===== src/rtl/pwm_duty_decoder.sv =====
// ---------------------------------------------------------------------------
// pwm_duty_decoder
//   Receive-side decoder for a PWM line. The asynchronous input is passed
//   through a synchronizer. For each period, the block measures the number of
//   cycles from one rising edge to the next, and how many of those cycles were
//   high. Each finished measurement is posted with a one-cycle valid strobe.
//   If no rising edge arrives within TIMEOUT cycles, the line is flagged as
//   stuck, and the level it is stuck at is recorded.
//
// Parameters
//   CNT_W        width of the internal counters and of the result outputs
//   SYNC_STAGES  depth of the input synchronizer (must be 2 or more)
//   TIMEOUT      cycles without a rising edge before stuck is raised
//
// Ports
//   clk          system clock
//   rst          synchronous reset, active high
//   en           measurement enable
//   pwm_in       asynchronous PWM input
//   period_cnt   cycles in the last full period (rise to next rise)
//   high_cnt     cycles the synchronized line was high within that period
//   meas_valid   one-cycle pulse: period_cnt/high_cnt were just updated
//   stuck        no rising edge has been seen for TIMEOUT cycles
//   stuck_level  synchronized line level at the moment stuck was raised
// ---------------------------------------------------------------------------
module pwm_duty_decoder #(
  parameter int unsigned CNT_W       = 8,
  parameter int unsigned SYNC_STAGES = 2,
  parameter int unsigned TIMEOUT     = 255
) (
  input  logic             clk,
  input  logic             rst,
  input  logic             en,
  input  logic             pwm_in,
  output logic [CNT_W-1:0] period_cnt,
  output logic [CNT_W-1:0] high_cnt,
  output logic             meas_valid,
  output logic             stuck,
  output logic             stuck_level
);

  localparam logic [CNT_W-1:0] TIMEOUT_C = CNT_W'(TIMEOUT);
  localparam logic [CNT_W-1:0] ONE_C     = CNT_W'(1);

  typedef enum logic [1:0] {
    IDLE = 2'd0,
    ARM  = 2'd1,
    MEAS = 2'd2
  } state_t;

  state_t state_q, state_d;

  logic [SYNC_STAGES-1:0] sync_q;
  logic                   s;
  logic                   s_d;
  logic                   rise;

  logic [CNT_W-1:0] ctr_q, ctr_d;
  logic [CNT_W-1:0] hctr_q, hctr_d;
  logic [CNT_W-1:0] period_d, high_d;
  logic             valid_d, stuck_d, level_d;
  logic             timeout_hit;

  // Input synchronizer plus one-cycle delay for edge detection
  always_ff @(posedge clk) begin
    if (rst) begin
      sync_q <= '0;
      s_d    <= 1'b0;
    end else begin
      sync_q <= {sync_q[SYNC_STAGES-2:0], pwm_in};
      s_d    <= s;
    end
  end

  assign s           = sync_q[SYNC_STAGES-1];
  assign rise        = s & ~s_d;
  assign timeout_hit = (ctr_q == TIMEOUT_C);

  // State register
  always_ff @(posedge clk) begin
    if (rst) begin
      state_q <= IDLE;
    end else begin
      state_q <= state_d;
    end
  end

  // Next-state, counter and result logic
  always_comb begin
    state_d  = state_q;
    ctr_d    = ctr_q;
    hctr_d   = hctr_q;
    period_d = period_cnt;
    high_d   = high_cnt;
    valid_d  = 1'b0;
    stuck_d  = stuck;
    level_d  = stuck_level;

    if (!en) begin
      // Dropping enable abandons any partial measurement and clears stuck.
      // The last published results are kept.
      state_d = IDLE;
      ctr_d   = '0;
      hctr_d  = '0;
      stuck_d = 1'b0;
    end else begin
      unique case (state_q)
        IDLE: begin
          state_d = ARM;
          ctr_d   = '0;
          hctr_d  = '0;
          stuck_d = 1'b0;
        end

        // Throw away the partial period that is in progress; the first
        // rise only starts a measurement.
        ARM: begin
          if (rise) begin
            state_d = MEAS;
            ctr_d   = ONE_C;
            hctr_d  = ONE_C;
          end else if (timeout_hit) begin
            stuck_d = 1'b1;
            level_d = s;
            ctr_d   = '0;
          end else begin
            ctr_d = ctr_q + ONE_C;
          end
        end

        // A rise takes priority over a timeout that lands on the same
        // cycle, so a period of exactly TIMEOUT is still published.
        MEAS: begin
          if (rise) begin
            period_d = ctr_q;
            high_d   = hctr_q;
            valid_d  = 1'b1;
            stuck_d  = 1'b0;
            ctr_d    = ONE_C;
            hctr_d   = ONE_C;
          end else if (timeout_hit) begin
            stuck_d = 1'b1;
            level_d = s;
            ctr_d   = '0;
            hctr_d  = '0;
            state_d = ARM;
          end else begin
            ctr_d  = ctr_q + ONE_C;
            hctr_d = hctr_q + CNT_W'(s);
          end
        end

        default: begin
          state_d = IDLE;
          ctr_d   = '0;
          hctr_d  = '0;
        end
      endcase
    end
  end

  // Counter and output registers
  always_ff @(posedge clk) begin
    if (rst) begin
      ctr_q       <= '0;
      hctr_q      <= '0;
      period_cnt  <= '0;
      high_cnt    <= '0;
      meas_valid  <= 1'b0;
      stuck       <= 1'b0;
      stuck_level <= 1'b0;
    end else begin
      ctr_q       <= ctr_d;
      hctr_q      <= hctr_d;
      period_cnt  <= period_d;
      high_cnt    <= high_d;
      meas_valid  <= valid_d;
      stuck       <= stuck_d;
      stuck_level <= level_d;
    end
  end

endmodule

===== config.mk =====
export PLATFORM = sky130hd
export DESIGN_NAME = pwm_duty_decoder
export DESIGN_NICKNAME = d
export VERILOG_FILES = /design/src/rtl/pwm_duty_decoder.sv
export SDC_FILE = /design/constraint.sdc
export NUM_CORES = 1
export LEC_CHECK = 0
export ABC_CLOCK_PERIOD_IN_PS = 1500
export CELL_PAD_IN_SITES_DETAIL_PLACEMENT = 1
export CELL_PAD_IN_SITES_GLOBAL_PLACEMENT = 2
export CORE_MARGIN = 2
export CORE_UTILIZATION = 25
export CTS_CLUSTER_DIAMETER = 50
export CTS_CLUSTER_SIZE = 25
export DETAILED_ROUTE_END_ITERATION = 16
export DONT_BUFFER_PORTS = 1
export GPL_ROUTABILITY_DRIVEN = 0
export PLACE_DENSITY = 0.61
export SYNTH_ARGS = -nofsm -noshare
export SYNTH_HDL_FRONTEND = slang
export SYNTH_SLANG_ARGS = --single-unit

===== constraint.sdc =====
create_clock -name clk -period 1.5 [get_ports clk]
set_clock_uncertainty 0.05 [all_clocks]
set_input_delay 0.3 -clock clk [delete_from_list [all_inputs] [get_ports clk]]
set_output_delay 0.3 -clock clk [all_outputs]
set_load 0.005 [all_outputs]

* After elaboration in Yosys (flattened, before gate mapping)
Cells that the tools add are included.
Operators by class: add/subtract/negate cells 2, equality and inequality tests 7, reduce and logical (&&, ||, !) cells 11, mux-type cells 15, bitwise gates (word level) 6
Operators by type and width (number):
- $mux 8 | 3
- $pmux 8 s2 | 1
- $add 8x1->8 | 1
- $add 8x1->8 const B | 1
- $eq 8x8->1 const B | 1
- $ne 2x2->1 const B | 4
- $mux 1 | 6
- $mux 2 | 3
- $pmux 2 s3 | 1
- $reduce_and 3->1 | 2
- $reduce_or 3->1 | 2
- $not 1->1 | 5
- $reduce_or 5->1 | 1
- $reduce_and 4->1 | 1
- $reduce_or 2->1 | 2
- $pmux 1 s3 | 1
- $reduce_bool 3->1 | 1
- $eq 2x1->1 const B | 1
- $eq 2x2->1 const B | 1
- $logic_not 2->1 | 1
- $reduce_and 2->1 | 1
- $and 1x1->1 | 1
Word-level totals: word-level logic and storage cells 52, output and inout bits 19, input port bits 4, register bits after elaboration 40

* Depth between registers and ports, before layout
depth in word-level cells 4, depth in mapped cells 7, mapped depth without buffers 6

* Worst setup path before layout
No wires, ideal clock.
path type flip-flop to flip-flop, from register state_q[0], to register hctr_q[6], slack -0.119 ns, buffers on the path 1, arrival 1.494 ns, data required time 1.375 ns, setup time 0.075 ns, period minus slack after synthesis 1.619 ns, cell stages (with the launch flop) 7, path through dfxtp_1 inv_1 ha_1 clkbuf_1 nand3_1 or3_1 o22ai_1
On the way: word-level cells in the longest chain between the ends 2, elaborated cells between the ends (all ways) 4, classes of those cells 3 x eq/ne; 1 x mux
Ends and longest elaborated chain:
- from (decl) | RTL line 51 | state_t state_q, state_d;
- from (signal assigned) | RTL line 84 | state_q <= state_d;
- $eq 2x2->1 / $eq 2x1->1 (equally long branches) | RTL line 107 | unique case (state_q)
- $pmux 8 s2 / $ne 2x2->1 (equally long branches)
- to (signal assigned) | RTL line 174 | hctr_q <= hctr_d;
- to (decl) | RTL line 59 | logic [CNT_W-1:0] hctr_q, hctr_d;
Several ways; a longest one is shown, not always the timed one. A chain may end at the register's enable or synchronous reset.

* Final worst setup path
from register sync_q[1], to register hctr_q[5]
On the way: word-level cells in the longest chain between the ends 4, elaborated cells between the ends (all ways) 6, classes of those cells 1 x add/sub; 1 x eq/ne; 3 x mux; 1 x bitwise
Ends and longest elaborated chain:
- from (decl) | RTL line 53 | logic [SYNC_STAGES-1:0] sync_q;
- from (signal assigned) | RTL line 70 | sync_q <= {sync_q[SYNC_STAGES-2:0], pwm_in};
- $add 8x1->8 | RTL line 149 | hctr_d = hctr_q + CNT_W'(s);
- $mux 8 | RTL line 141 | end else if (timeout_hit) begin
- $mux 8 | RTL line 134 | if (rise) begin
- $pmux 8 s2 | RTL line 107
Several ways; a longest one is shown, not always the timed one.

==> results.txt <==
Status -> complete, but fails checks
Failing checks -> setup timing
Measured slew at the worst slew-check pin -> 0.343 ns
CTS max path bufs -> 2
Crit path launch type -> register
Top FF cell, synth -> dfxtp_1
YS warnings -> 0
GRT overflow -> 0
Worst Path Arrival -> 1.72 ns
Post-route setup slack -> -0.0406 ns
Post-synth top cells -> 46 x nand2_1, 40 x dfxtp_1, 20 x a21oi_1, 15 x nor2_1, 10 x nand3_1
Asr flop ratio synth -> 0%
Vias per cell -> 4.60
Fin cells -> 346
Syn Area/Cell -> 8.31 sq um
Slew headroom -> 77.1%
Antenna-violating nets left -> 0
Initial DRC Count -> 63
Die Y -> 88.2 um
Path type of the worst setup path -> reg -> reg
Synthesized cell area -> 1770 sq um
Cells along the critical path -> ha_4 -> nand3_2 -> or2_1 -> or4_1 -> a31oi_1
Unrepaired setup endpoints after global routing -> yes
Nets -> 261
Fin util -> 35.0%
Drt wl/cell -> 15.2 um
Clock Latency Late Sink -> 0.30 ns
Seq cells post-synth -> 40
Final instance area -> 2390 sq um
Worst endpoint required time -> 1.68 ns
Post-DP HPWL -> 3590 um
Cell Area, Placed -> 2150 sq um
Top-count cell post-synth -> nand2_1
Final setup vio count -> 1
Htree depth -> 2
Clock sinks -> 40
Placed cells -> 332
Core ar. -> 6830 sq um
GR Util All Layers -> 13.9%
Clock slew at reported path FFs -> 0.09 ns
Row cnt -> 30
Final wirelength -> 5260 um
Leakage power -> 0.870 nW
Critical path fanouts, max -> 4
Peak VDD IR -> 0.358 mV
Buf/Inv on CP -> 0
Sequential element share of the synthesized area -> 45.2%
Die ar. -> 7770 sq um
CTS tree -> done
Top cell type by total area after synthesis -> dfxtp_1
Initial antenna violation count -> 0
Initial core utilization -> 25.9%
Final Critical Period -> 1.54 ns
Design Power -> 1.93 mW
Fill count -> 834
CTS Buf Count -> 5
Largest net degree at the start of global routing -> 23
P per Cell Area -> 805 nW/um^2
DR pass1 iterations -> 4
Hold Worst Slack -> 0.0107 ns
Layout cells sized above 1 -> 28.8%
Largest delay share family, worst path -> simple AND/OR/NAND/NOR gates
Final period util -> 103%
Crit-path max cell delay -> 0.47 ns
Number of diodes -> 0
Post-synth cell types -> 40
Io pins -> 23
Max cap viols -> 0
Die W -> 88.2 um
Max Slew Vio Count -> 0
Worst setup EP type -> register
First-pass GRT wire length -> 8240 um
Final Hold Viols -> 0
Total nets after synthesis -> 225
Clock Tree Root -> clkbuf_8
Port-buffer cells -> 0
Worst hold path type -> in -> reg
Fmax -> 649 MHz
DRC violations left -> 0
Via count -> 1590
Syn Inst Count -> 213
Largest cells by area after synthesis -> dfxtp_1 45%, nand2_1 9.8%, a21oi_1 5.7%, ha_1 5.7%, nor2_1 3.2%
Vias in the first global route -> 1632
CP max-delay cell -> or4_1
Post-synth EDFFs -> 0
Post-synth top area share -> 45.2%
Synth-to-Final Area Change -> 35.1%
-- kinds of logic after synthesis --
kind of cell | share of synthesized area, %
AO/OA/AOI/OAI | 12.7
flip-flops | 45.2
adder cells (fa/ha/maj) | 5.65
buffers and inverters | 3.39
multiplexers | 1.20
AND/OR/NAND/NOR | 28.3
XOR/XNOR | 3.46
-- timing repair --
action	in CTS	in global routing
gates cloned	0	0
endpoints found under the hold margin	1	2
pin swaps	3	9
setup buffers	4	1
hold buffers	1	1
resized for setup	14	12
endpoints found under the setup margin	20	28
-- worst paths after layout --
| check | depth (start not counted) | slack (ns) | endpoint | start |
|---|---|---|---|---|
| worst max-delay path | 5 | -0.04 | hctr_q[5]$_SDFFE_PP0P_ | sync_q[1]$_SDFF_PP0_ |
| worst min-delay path | 1 | 0.01 | sync_q[1]$_SDFF_PP0_ | rst |
| worst max register to register | 5 | -0.04 | hctr_q[5]$_SDFFE_PP0P_ | sync_q[1]$_SDFF_PP0_ |
| worst min register to register | 1 | 0.39 | sync_q[1]$_SDFF_PP0_ | sync_q[0]$_SDFF_PP0_ |
-- layer usage --
metal | vias to the layer above | GRT usage (%) | share of wire (%)
met5 | - | 0 | 0
met4 | 0 | 3.31 | 0.57
met3 | 4 | 3.30 | 3.5
met2 | 23 | 21.9 | 46
met1 | 758 | 19.2 | 50
li1 | 805 | - | -
-- flip-flops by register name, summed over array words and instances, names as in the netlist --
signal / flops
high_cnt: 8
period_cnt: 8
hctr_q: 8
stuck_level: 1
sync_q: 2
meas_valid: 1
s_d: 1
ctr_q: 8
state_q: 2
stuck: 1
-- report_power, final --
| part | switching, mW | internal, mW |
|---|---|---|
| clock network | 0.417 | 0.325 |
| registers | 0.00529 | 1.06 |
| logic | 0.0590 | 0.0551 |
| total | 0.481 | 1.44 |
-- final cells by class --
type	count	area, sq um	area share [%]
sequential	40	815	34.1
multi-input combinational	158	1020	42.9
inverter	3	11.3	0.471
clock inverter	3	18.8	0.785
timing repair buffer	41	333	13.9
clock buffer	5	68.8	2.88
tap	96	120	5.02
-- through the flow --
stage / setup WS, ns / setup TNS [ns]
finish: -0.0406 / -0.0406
global route: -0.0861 / -0.272
CTS: -0.0651 / -0.0750
detailed placement: -0.188 / -1.83
global placement: -0.108 / -0.811
floorplan: -0.0294 / -0.0587
-- cell usage in the layout (no fill, tap or decap), types with 2 or more instances in the layout --
master and n:
nand2b_1 2, nand3_1 9, clkinv_2 2, dlygate4sd3_1 2, and3_1 3, xnor2_1 2
xor2_1 5, a21oi_1 20, a31oi_1 4, nand4_1 6, buf_6 2, nand2_1 46
dfxtp_1 33, o21a_1 2, or3_1 2, nor2_1 15, nand4b_1 3, clkbuf_8 5
buf_4 36, inv_2 2, dfxtp_2 5, o21ai_0 2, dfxtp_4 2, ha_4 5
nor2b_1 5, ha_1 3
Power figures use the tool's default switching activity.
